## src/rtl/gate_deadtime_sequencer.sv

```systemverilog
// Per-leg half-bridge gate sequencer: inserts a fixed dead time before every gate turn-on
// and latches a sticky fault on a shoot-through ({hi,lo}=11) request.
module gate_deadtime_sequencer #(
    parameter int LEGS      = 3,
    parameter int DEAD_TIME = 25
) (
    input  logic              clk,
    input  logic              reset_n,
    input  logic              enable,
    input  logic [2*LEGS-1:0] cmd,
    input  logic              fault_clr,
    output logic [2*LEGS-1:0] gate,
    output logic              fault,
    output logic [LEGS-1:0]   dead,
    output logic [2*LEGS-1:0] leg_state
);

    typedef enum logic [1:0] {
        S_OFF  = 2'd0,
        S_DEAD = 2'd1,
        S_ON_H = 2'd2,
        S_ON_L = 2'd3
    } leg_state_e;

    localparam logic [15:0] DT_LOAD  = 16'(DEAD_TIME - 1);
    localparam logic [1:0]  REQ_HIGH = 2'b10;
    localparam logic [1:0]  REQ_LOW  = 2'b01;

    logic illegal_any;

    always_comb begin
        illegal_any = 1'b0;
        for (int k = 0; k < LEGS; k++) begin
            if (cmd[2*k +: 2] == 2'b11) illegal_any = 1'b1;
        end
    end

    // A new shoot-through request wins over a simultaneous clear.
    always_ff @(posedge clk or negedge reset_n) begin
        if (!reset_n) begin
            fault <= 1'b0;
        end else if (enable && illegal_any) begin
            fault <= 1'b1;
        end else if (fault_clr) begin
            fault <= 1'b0;
        end
    end

    for (genvar k = 0; k < LEGS; k++) begin : g_leg
        leg_state_e  state;
        logic [15:0] cnt;
        logic [1:0]  g;
        logic        d;
        logic [1:0]  req;

        assign req                 = cmd[2*k +: 2];
        assign gate[2*k +: 2]      = g;
        assign dead[k]             = d;
        assign leg_state[2*k +: 2] = state;

        // Gate and dead flags are updated in lockstep with state, so they always
        // equal the decode of the registered state and hi/lo can never overlap.
        always_ff @(posedge clk or negedge reset_n) begin
            if (!reset_n) begin
                state <= S_OFF;
                cnt   <= '0;
                g     <= 2'b00;
                d     <= 1'b0;
            end else if (!enable || fault) begin
                state <= S_OFF;
                cnt   <= '0;
                g     <= 2'b00;
                d     <= 1'b0;
            end else begin
                case (state)
                    S_OFF: begin
                        if (req == REQ_HIGH || req == REQ_LOW) begin
                            state <= S_DEAD;
                            cnt   <= DT_LOAD;
                            d     <= 1'b1;
                        end
                    end
                    S_ON_H: begin
                        if (req != REQ_HIGH) begin
                            state <= S_DEAD;
                            cnt   <= DT_LOAD;
                            g     <= 2'b00;
                            d     <= 1'b1;
                        end
                    end
                    S_ON_L: begin
                        if (req != REQ_LOW) begin
                            state <= S_DEAD;
                            cnt   <= DT_LOAD;
                            g     <= 2'b00;
                            d     <= 1'b1;
                        end
                    end
                    S_DEAD: begin
                        // Request changes here never reload the counter; only the
                        // request seen on the terminal edge picks the exit state.
                        if (cnt == 16'd0) begin
                            d <= 1'b0;
                            if (req == REQ_HIGH) begin
                                state <= S_ON_H;
                                g     <= 2'b10;
                            end else if (req == REQ_LOW) begin
                                state <= S_ON_L;
                                g     <= 2'b01;
                            end else begin
                                state <= S_OFF;
                                g     <= 2'b00;
                            end
                        end else begin
                            cnt <= cnt - 16'd1;
                        end
                    end
                    default: begin
                        state <= S_OFF;
                        cnt   <= '0;
                        g     <= 2'b00;
                        d     <= 1'b0;
                    end
                endcase
            end
        end
    end

endmodule

```

## config.mk

```make
export PLATFORM = sky130hd
export DESIGN_NAME = gate_deadtime_sequencer
export DESIGN_NICKNAME = d
export VERILOG_FILES = /design/src/rtl/gate_deadtime_sequencer.sv
export SDC_FILE = /design/constraint.sdc
export NUM_CORES = 1
export LEC_CHECK = 0
export CORE_ASPECT_RATIO = 0.7
export CORE_UTILIZATION = 35
export DETAILED_ROUTE_END_ITERATION = 7
export HOLD_SLACK_MARGIN = 0.1
export SLEW_MARGIN = 10
export SYNTH_ARGS = -nofsm -noshare
export SYNTH_HDL_FRONTEND = slang
export SYNTH_SLANG_ARGS = --single-unit
```

## constraint.sdc

```tcl
create_clock -name clk -period 3.1 [get_ports clk]
set_clock_uncertainty 0.15 [all_clocks]
set_input_delay 0.62 -clock clk [delete_from_list [all_inputs] [get_ports clk]]
set_output_delay 0.62 -clock clk [all_outputs]
set_load 0.05 [all_outputs]
```

==> results of run 1 <==
-- layout make-up --
cell class | instances | area, sq um | share of cell area [%]
clock buffers | 11 | 253 | 5.48
multi-input cells | 334 | 2080 | 45.1
well taps | 148 | 185 | 4.01
inverters | 16 | 60.1 | 1.30
repair buffers | 35 | 333 | 7.21
flip-flops and latches | 64 | 1600 | 34.7
clock inverters | 5 | 103 | 2.22
-- sequential cells by signal, summed over array words and instances (netlist names) --
name	cells
g_leg.d	3
g_leg.g	6
fault	1
g_leg.state	6
g_leg.cnt	48
-- where the power goes --
part | total (W) | internal (W) | switching [W] | leakage (nW)
Combinational | 0.000733 | 0.000259 | 0.000473 | 1.12
Sequential | 0.000952 | 0.000885 | 0.0000664 | 0.879
Clock | 0.00121 | 0.000827 | 0.000378 | 0.172
Total | 0.00289 | 0.00197 | 0.000918 | 2.17
-- Yosys cell counts, drive strengths merged (2+ instances only) --
| library cell | instances |
|---|---|
| mux2i | 2 |
| o21bai | 3 |
| or4 | 9 |
| and4b | 2 |
| a21o | 7 |
| inv | 16 |
| o21ai | 47 |
| o31a | 2 |
| buf | 8 |
| nor3b | 5 |
| nor2b | 4 |
| and2 | 2 |
| nor4 | 8 |
| and3 | 9 |
| a31oi | 9 |
| a21oi | 28 |
| nor4b | 2 |
| a22o | 2 |
| ha | 14 |
| o31ai | 9 |
| a31o | 2 |
| nand4 | 6 |
| o211a | 2 |
| nand3 | 17 |
| a211o | 7 |
| nand3b | 2 |
| or3 | 12 |
| nor3 | 21 |
| nor2 | 33 |
| nand2b | 11 |
| clkbuf | 9 |
| a211oi | 6 |
| a311oi | 2 |
| o21a | 4 |
| o2bb2ai | 3 |
| dfrtp | 64 |
| nand2 | 30 |
-- path summary, 6_finish.rpt --
kind | slack, ns | endpoint | cells past startpoint | from
setup / recovery | 0.41 | g_leg[2].cnt[6] | 7 | g_leg[2].cnt[0]
hold / removal | 0.33 | g_leg[1].g[0] | 2 | reset_n
setup reg to reg | 0.41 | g_leg[2].cnt[6] | 7 | g_leg[2].cnt[0]
hold reg to reg | 0.34 | g_leg[1].cnt[5] | 1 | g_leg[1].cnt[5]
max in group asynchronous | 1.92 | g_leg[0].state[0] | 2 | reset_n
min in group clk | 0.34 | g_leg[1].cnt[5] | 1 | g_leg[1].cnt[5]
-- layer usage --
metal  up-vias  global-route usage [%]  share of wire, %
li1       1678                       -                 -
met1      1690                    26.7                53
met2       115                    25.4                40
met5         -                       0                 0
met4         0                    8.23               1.8
met3        11                    4.37               5.4
-- per-stage QoR --
| stage | instances | setup slack (ns) | util, % | power [W] |
|---|---|---|---|---|
| 2_1_floorplan | 431 | 0.630 | - | 0.00151 |
| 3_3_place_gp | 597 | 0.157 | 40.5 | 0.00167 |
| 3_5_place_dp | 597 | 0.118 | 40.5 | 0.00168 |
| 4_1_cts | 613 | 0.426 | 43.9 | 0.00290 |
| 5_1_grt | 613 | 0.284 | 43.9 | 0.00303 |
| 6_report | 613 | 0.407 | 43.9 | 0.00289 |
-- critical path, stage by stage (launching register included) --
cell and delay (ns):
dfrtp_1 0.39, inv_1 0.09, ha_1 0.22, or4b_1 0.50, or4_4 0.63, nand2_1 0.28
nor3_1 0.07, a211o_1 0.24
-- logic make-up (layout without fill, tap and decap cells) --
family          Yosys count  in the layout
compound gates          140            140
simple gates            177            177
fa+ha+maj                14             14
mux                       3              3
buf+inv                  33             67
flops                    64             64
==> impl_metrics.env, run 1 <==
export IMPL_die_h_um=89.6
export IMPL_htreeDepth=3
export IMPL_synth_compound_area_share_pct=23.5
export IMPL_grt_overflow=0
export IMPL_grt_use_total_pct=18.3
export IMPL_fillCellCount=1032
export IMPL_netlist_instances=431
export IMPL_cts_hold_fix_buffers=0
export IMPL_crit_path_max_fanout=15
export IMPL_place_congestion=0.826
export IMPL_io_pins=26
export IMPL_slew_headroom_pct=43.3
export IMPL_yosysWarnings=0
export IMPL_num_antenna_cells=0
export IMPL_cts_sinks=64
export IMPL_synth_async_reset_ratio_pct=100
export IMPL_grt_max_degree=65
export IMPL_required_ns=3.17
export IMPL_vias=3494
export IMPL_finalInstanceArea_sq_um=4610
export IMPL_synthXorXnorAreaFrac_pct=0
export IMPL_fin_crit_sh_pct=86.9
export IMPL_post_route_min_period_ns=2.69
export IMPL_synth_mux_area_share_pct=0.816
export IMPL_powerDensity_nw_per_um2=626
export IMPL_drtAntennaViolNets=0
export IMPL_synth_top_area_cell="dfrtp_1"
export IMPL_synth_top_family_by_area="simple AND/OR/NAND/NOR gates"
export IMPL_synth_main_ff_cell="dfrtp_1"
export IMPL_yosysSeqAreaShare_pct=41.8
export IMPL_ys_top_cells_by_area="dfrtp_1 42%, o21ai_0 6.0%, ha_1 4.6%, a21oi_1 3.7%, nor2_1 3.2%"
export IMPL_fmax_ghz=0.371
export IMPL_route_detailed_drc=0
export IMPL_cts_tree="built"
export IMPL_status="finished clean"
export IMPL_hold_ws_ns=0.330
export IMPL_grt_antenna_before_repair=0
export IMPL_drtIter0Drc=296
export IMPL_ir_drop_uv=358
export IMPL_setup_viol=0
export IMPL_dpl_cell_area_sq_um=4260
export IMPL_leakage_nw=2.17
export IMPL_yosys_area_share_simple_pct=25.3
export IMPL_rsz0062_at_grt="false"
export IMPL_final_common_cell="dfrtp_1"
export IMPL_viasPerCell=5.70
export IMPL_firstDrtPassIters=5
export IMPL_syn_avg_cell_area_sq_um=8.89
export IMPL_cp_end_kind="flip-flop"
export IMPL_ctsResizeCount=0
export IMPL_ys_ff_latch=64
export IMPL_place_hpwl_um=6580
export IMPL_slew_violations=0
export IMPL_synth_area_sq_um=3830
export IMPL_wirelength_um=9490
export IMPL_synth_fa_ha_area_share_pct=4.57
export IMPL_clockBufferDepth=2
export IMPL_ys_types=56
export IMPL_first_global_vias=3171
export IMPL_layout_drive_gt1_share_pct=8.39
export IMPL_dieArea_sq_um=11400
export IMPL_rows=31
export IMPL_grt_first_pass_wirelength_um=15900
export IMPL_port_buffers=25
export IMPL_nNetsFinal=484
export IMPL_worstSetupStartpointType="flip-flop"
export IMPL_max_cap_violations=0
export IMPL_cts_setup_buffers=0
export IMPL_finalSetupTns_ns=0
export IMPL_crit_type="flip-flop to flip-flop"
export IMPL_hold_violations=0
export IMPL_die_w_um=127
export IMPL_synth_top_area_share_pct=41.8
export IMPL_wire_per_inst_um=15.5
export IMPL_mostFrequentLayoutCells="64 x dfrtp_1, 46 x o21ai_0, 33 x nor2_1"
export IMPL_clockRootBuffer="clkbuf_16"
export IMPL_syn_nets=455
export IMPL_cts_buffers=9
export IMPL_arrival_ns=2.77
export IMPL_core_sq_um=10500
export IMPL_clk_pin_slew_ns=0.06
export IMPL_initial_core_util_pct=36.5
export IMPL_synth_edf_count=0
export IMPL_areaGrowthSynthToFinish_pct=20.4
export IMPL_worst_pin_slew_ns=0.850
export IMPL_clk_latency_ns=0.34
export IMPL_hp_class="input port to asynchronous set/reset pin"
(Power assumes the default switching activity.)
==> run 2, diff against run 1 <==
--- a/config.mk
+++ b/config.mk
@@ -5,6 +5,7 @@
 export SDC_FILE = /design/constraint.sdc
 export NUM_CORES = 1
 export LEC_CHECK = 0
+export ABC_AREA = 1
 export CORE_ASPECT_RATIO = 0.7
 export CORE_UTILIZATION = 35
 export DETAILED_ROUTE_END_ITERATION = 7
==> run 2 against run 1 <==
Net effect:
- combinational power up 65%
- synthesized cell count increased by 31%
- final area grew 3.2%
- fmax increased by 11%
- global-route usage decreased by 1.1 points
- worst setup slack improved by 0.28 ns
- non-clock buffer count fell by 7
- count of clock-buffer cells in the layout decreased by 2
- utilization shrank 1.1 points
- critical path type is now flip-flop to output pin
- largest cell class unchanged
- largest power group is now combinational logic
==> impl_metrics.env, run 2 <==
export IMPL_status="finished clean"
export IMPL_timing_critical_path_buf_inv=1
export IMPL_viasPerCell=4.62
export IMPL_p_clk_share_pct=34.6
export IMPL_synth_area_sq_um=4040
export IMPL_max_flop_register="g_leg.cnt"
export IMPL_synth_most_common_cell="nand2_1"
export IMPL_largest_reg_flops=48
export IMPL_die_w_um=130
export IMPL_fillCellCount=1162
export IMPL_die_h_um=91.9
export IMPL_ys_top_cells_by_area="dfrtp_1 40%, nand2_1 18%, nor2_1 6.7%, inv_1 5.6%, ha_1 4.3%"
export IMPL_netlist_instances=563
export IMPL_synth_top_area_share_pct=39.7
export IMPL_p_sw_w=0.00126
export IMPL_clockBufferDepth=2
export IMPL_yosysWarnings=0
export IMPL_ir_drop_uv=289
export IMPL_ctsResizeCount=0
export IMPL_cp_end_kind="output pin"
export IMPL_crit_type="flip-flop to output pin"
export IMPL_multi_input_area_sq_um=2110
export IMPL_arrival_ns=1.65
export IMPL_num_antenna_cells=0
export IMPL_rsz0062_at_grt="false"
export IMPL_syn_nets=587
export IMPL_wire_per_inst_um=12.2
export IMPL_reg2reg_from="g_leg[2].cnt[0]"
export IMPL_synth_main_ff_cell="dfrtp_1"
export IMPL_r2r_slack_ns=1.08
export IMPL_crit_path_max_fanout=6
export IMPL_post_route_min_period_ns=2.42
export IMPL_place_hpwl_um=6640
export IMPL_clk_latency_ns=0.34
export IMPL_drtIter0Drc=232
export IMPL_initial_core_util_pct=36.3
export IMPL_synth_top_area_cell="dfrtp_1"
export IMPL_synth_async_reset_ratio_pct=100
export IMPL_reg_top3="g_leg.cnt: 48 flops, g_leg.g: 6 flops, g_leg.state: 6 flops"
export IMPL_r2r_end="g_leg[2].state[0]"
export IMPL_yosysSeqAreaShare_pct=39.7
export IMPL_vias=3467
export IMPL_grt_antenna_before_repair=0
export IMPL_cts_setup_buffers=0
export IMPL_internal_power_w=0.00214
export IMPL_critPathTopFamily="buffers and inverters"
export IMPL_htreeDepth=3
export IMPL_fin_crit_sh_pct=77.9
export IMPL_place_congestion=0.886
export IMPL_core_sq_um=11100
export IMPL_mostFrequentLayoutCells="196 x nand2_1, 72 x nor2_1, 64 x dfrtp_1"
export IMPL_setup_viol=0
export IMPL_drtAntennaViolNets=0
export IMPL_route_detailed_drc=0
export IMPL_dieArea_sq_um=12000
export IMPL_switching_share_pct=37.0
export IMPL_io_pins=26
export IMPL_hold_violations=0
export IMPL_clockRootBuffer="clkbuf_16"
export IMPL_cts_hold_fix_buffers=0
export IMPL_worst_pin_slew_ns=0.705
export IMPL_grt_overflow=0
export IMPL_final_common_cell="nand2_1"
export IMPL_p_total_w=0.00340
export IMPL_syn_avg_cell_area_sq_um=7.17
export IMPL_seq_area_sq_um=1600
export IMPL_finalSetupTns_ns=0
export IMPL_slew_headroom_pct=53.0
export IMPL_nNetsFinal=617
export IMPL_ys_ff_latch=64
export IMPL_rows=32
export IMPL_cts_tree="built"
export IMPL_cts_sinks=64
export IMPL_grt_use_total_pct=17.2
export IMPL_grt_max_degree=31
export IMPL_first_global_vias=3275
export IMPL_wirelength_um=9170
export IMPL_areaGrowthSynthToFinish_pct=17.9
export IMPL_combinationalPowerShare_pct=35.5
export IMPL_sequentialPowerShare_pct=29.9
export IMPL_worstSetupStartpointType="flip-flop"
export IMPL_ys_types=31
export IMPL_path_cells="clkdlybuf4s50_1"
export IMPL_fmax_ghz=0.414
export IMPL_slew_violations=0
export IMPL_hp_class="input port to asynchronous set/reset pin"
export IMPL_pre_cts_ws_ns=0.492
export IMPL_r2r_cells=9
export IMPL_slowest_delay_ns=0.86
export IMPL_leakage_nw=2.44
export IMPL_required_ns=2.33
export IMPL_firstDrtPassIters=5
export IMPL_cts_buffers=9
export IMPL_hold_ws_ns=0.182
export IMPL_port_buffers=25
export IMPL_clk_pin_slew_ns=0.06
export IMPL_grt_first_pass_wirelength_um=15800
export IMPL_max_cap_violations=0
export IMPL_ys_top_cells_by_count="196 x nand2_1, 72 x nor2_1, 64 x dfrtp_1, 60 x inv_1, 29 x o21ai_0"
export IMPL_layout_drive_gt1_share_pct=8.53
export IMPL_worst_path_stages=1
export IMPL_setup_ws_ns=0.685
export IMPL_synth_edf_count=0
export IMPL_slowest_stage="clkdlybuf4s50_1"
export IMPL_powerDensity_nw_per_um2=713
export IMPL_cp_endpoint="leg_state[1]"
export IMPL_crit_path_start="g_leg[0].state[1]"
run 2: changes by cell type after synthesis, sizes merged, moves of 11 or more:
cell,before,now
or3,12,0
nand2b,11,0
nor3,21,1
xor2,0,13
a21oi,28,5
nor2,33,81
inv,16,65
nand3,17,30
nand2,30,204
xnor2,0,15
run 2: power by group through the flow:
| stage | clock, W | sequential [W] | combinational [W] |
|---|---|---|---|
| floorplan | 0 | 0.00105 | 0.000925 |
| global placement | 0 | 0.00103 | 0.00119 |
| detailed placement | 0 | 0.00103 | 0.00120 |
| CTS | 0.00121 | 0.00101 | 0.00121 |
| global route | 0.00124 | 0.00103 | 0.00137 |
| finish | 0.00118 | 0.00102 | 0.00121 |
run 2: how the worst min path moves through the flow:
| stage | slack, ns | start | to |
|---|---|---|---|
| 2_1_floorplan | 0.17 | reset_n | fault |
| 3_3_place_gp | 0.31 | g_leg[2].cnt[15] | g_leg[2].cnt[15] |
| 3_5_place_dp | 0.32 | g_leg[2].cnt[15] | g_leg[2].cnt[15] |
| 4_1_cts | 0.20 | reset_n | g_leg[0].g[1] |
| 5_1_grt | 0.24 | reset_n | g_leg[0].g[0] |
| 6_report | 0.18 | reset_n | g_leg[0].state[1] |
run 2: per-stage QoR:
step                utilization [%]  cell area [sq um]  instances
floorplan                         -               4040        563
global placement               39.7               4420        735
detailed placement             39.7               4420        735
CTS                            42.8               4760        751
global route                   42.8               4760        751
finish                         42.8               4760        751
run 2: cells by family (layout without fill, tap and decap cells):
group	after synthesis	in the layout	synth area share (%)
adder cells (fa/ha/maj)	14	14	4.34
XOR/XNOR	28	28	6.07
AO/OA/AOI/OAI	61	61	8.43
AND/OR/NAND/NOR	322	322	33.5
buffers and inverters	74	109	8.03
flip-flops	64	64	39.7
run 2: area by class of cell:
class,instances,share of cell area (%)
multi-input cells,425,44.4
flip-flops and latches,64,33.6
repair buffers,28,5.62
inverters,65,5.12
clock buffers,9,4.73
well taps,153,4.02
clock inverters,7,2.52
run 2: per-layer routing:
layer	global-route usage, %	routed length, um	vias to the layer above
met4	6.51	153	0
met2	24.3	3860	69
met1	24.6	4770	1582
met3	4.90	379	12
met5	0	0	-
li1	-	-	1804
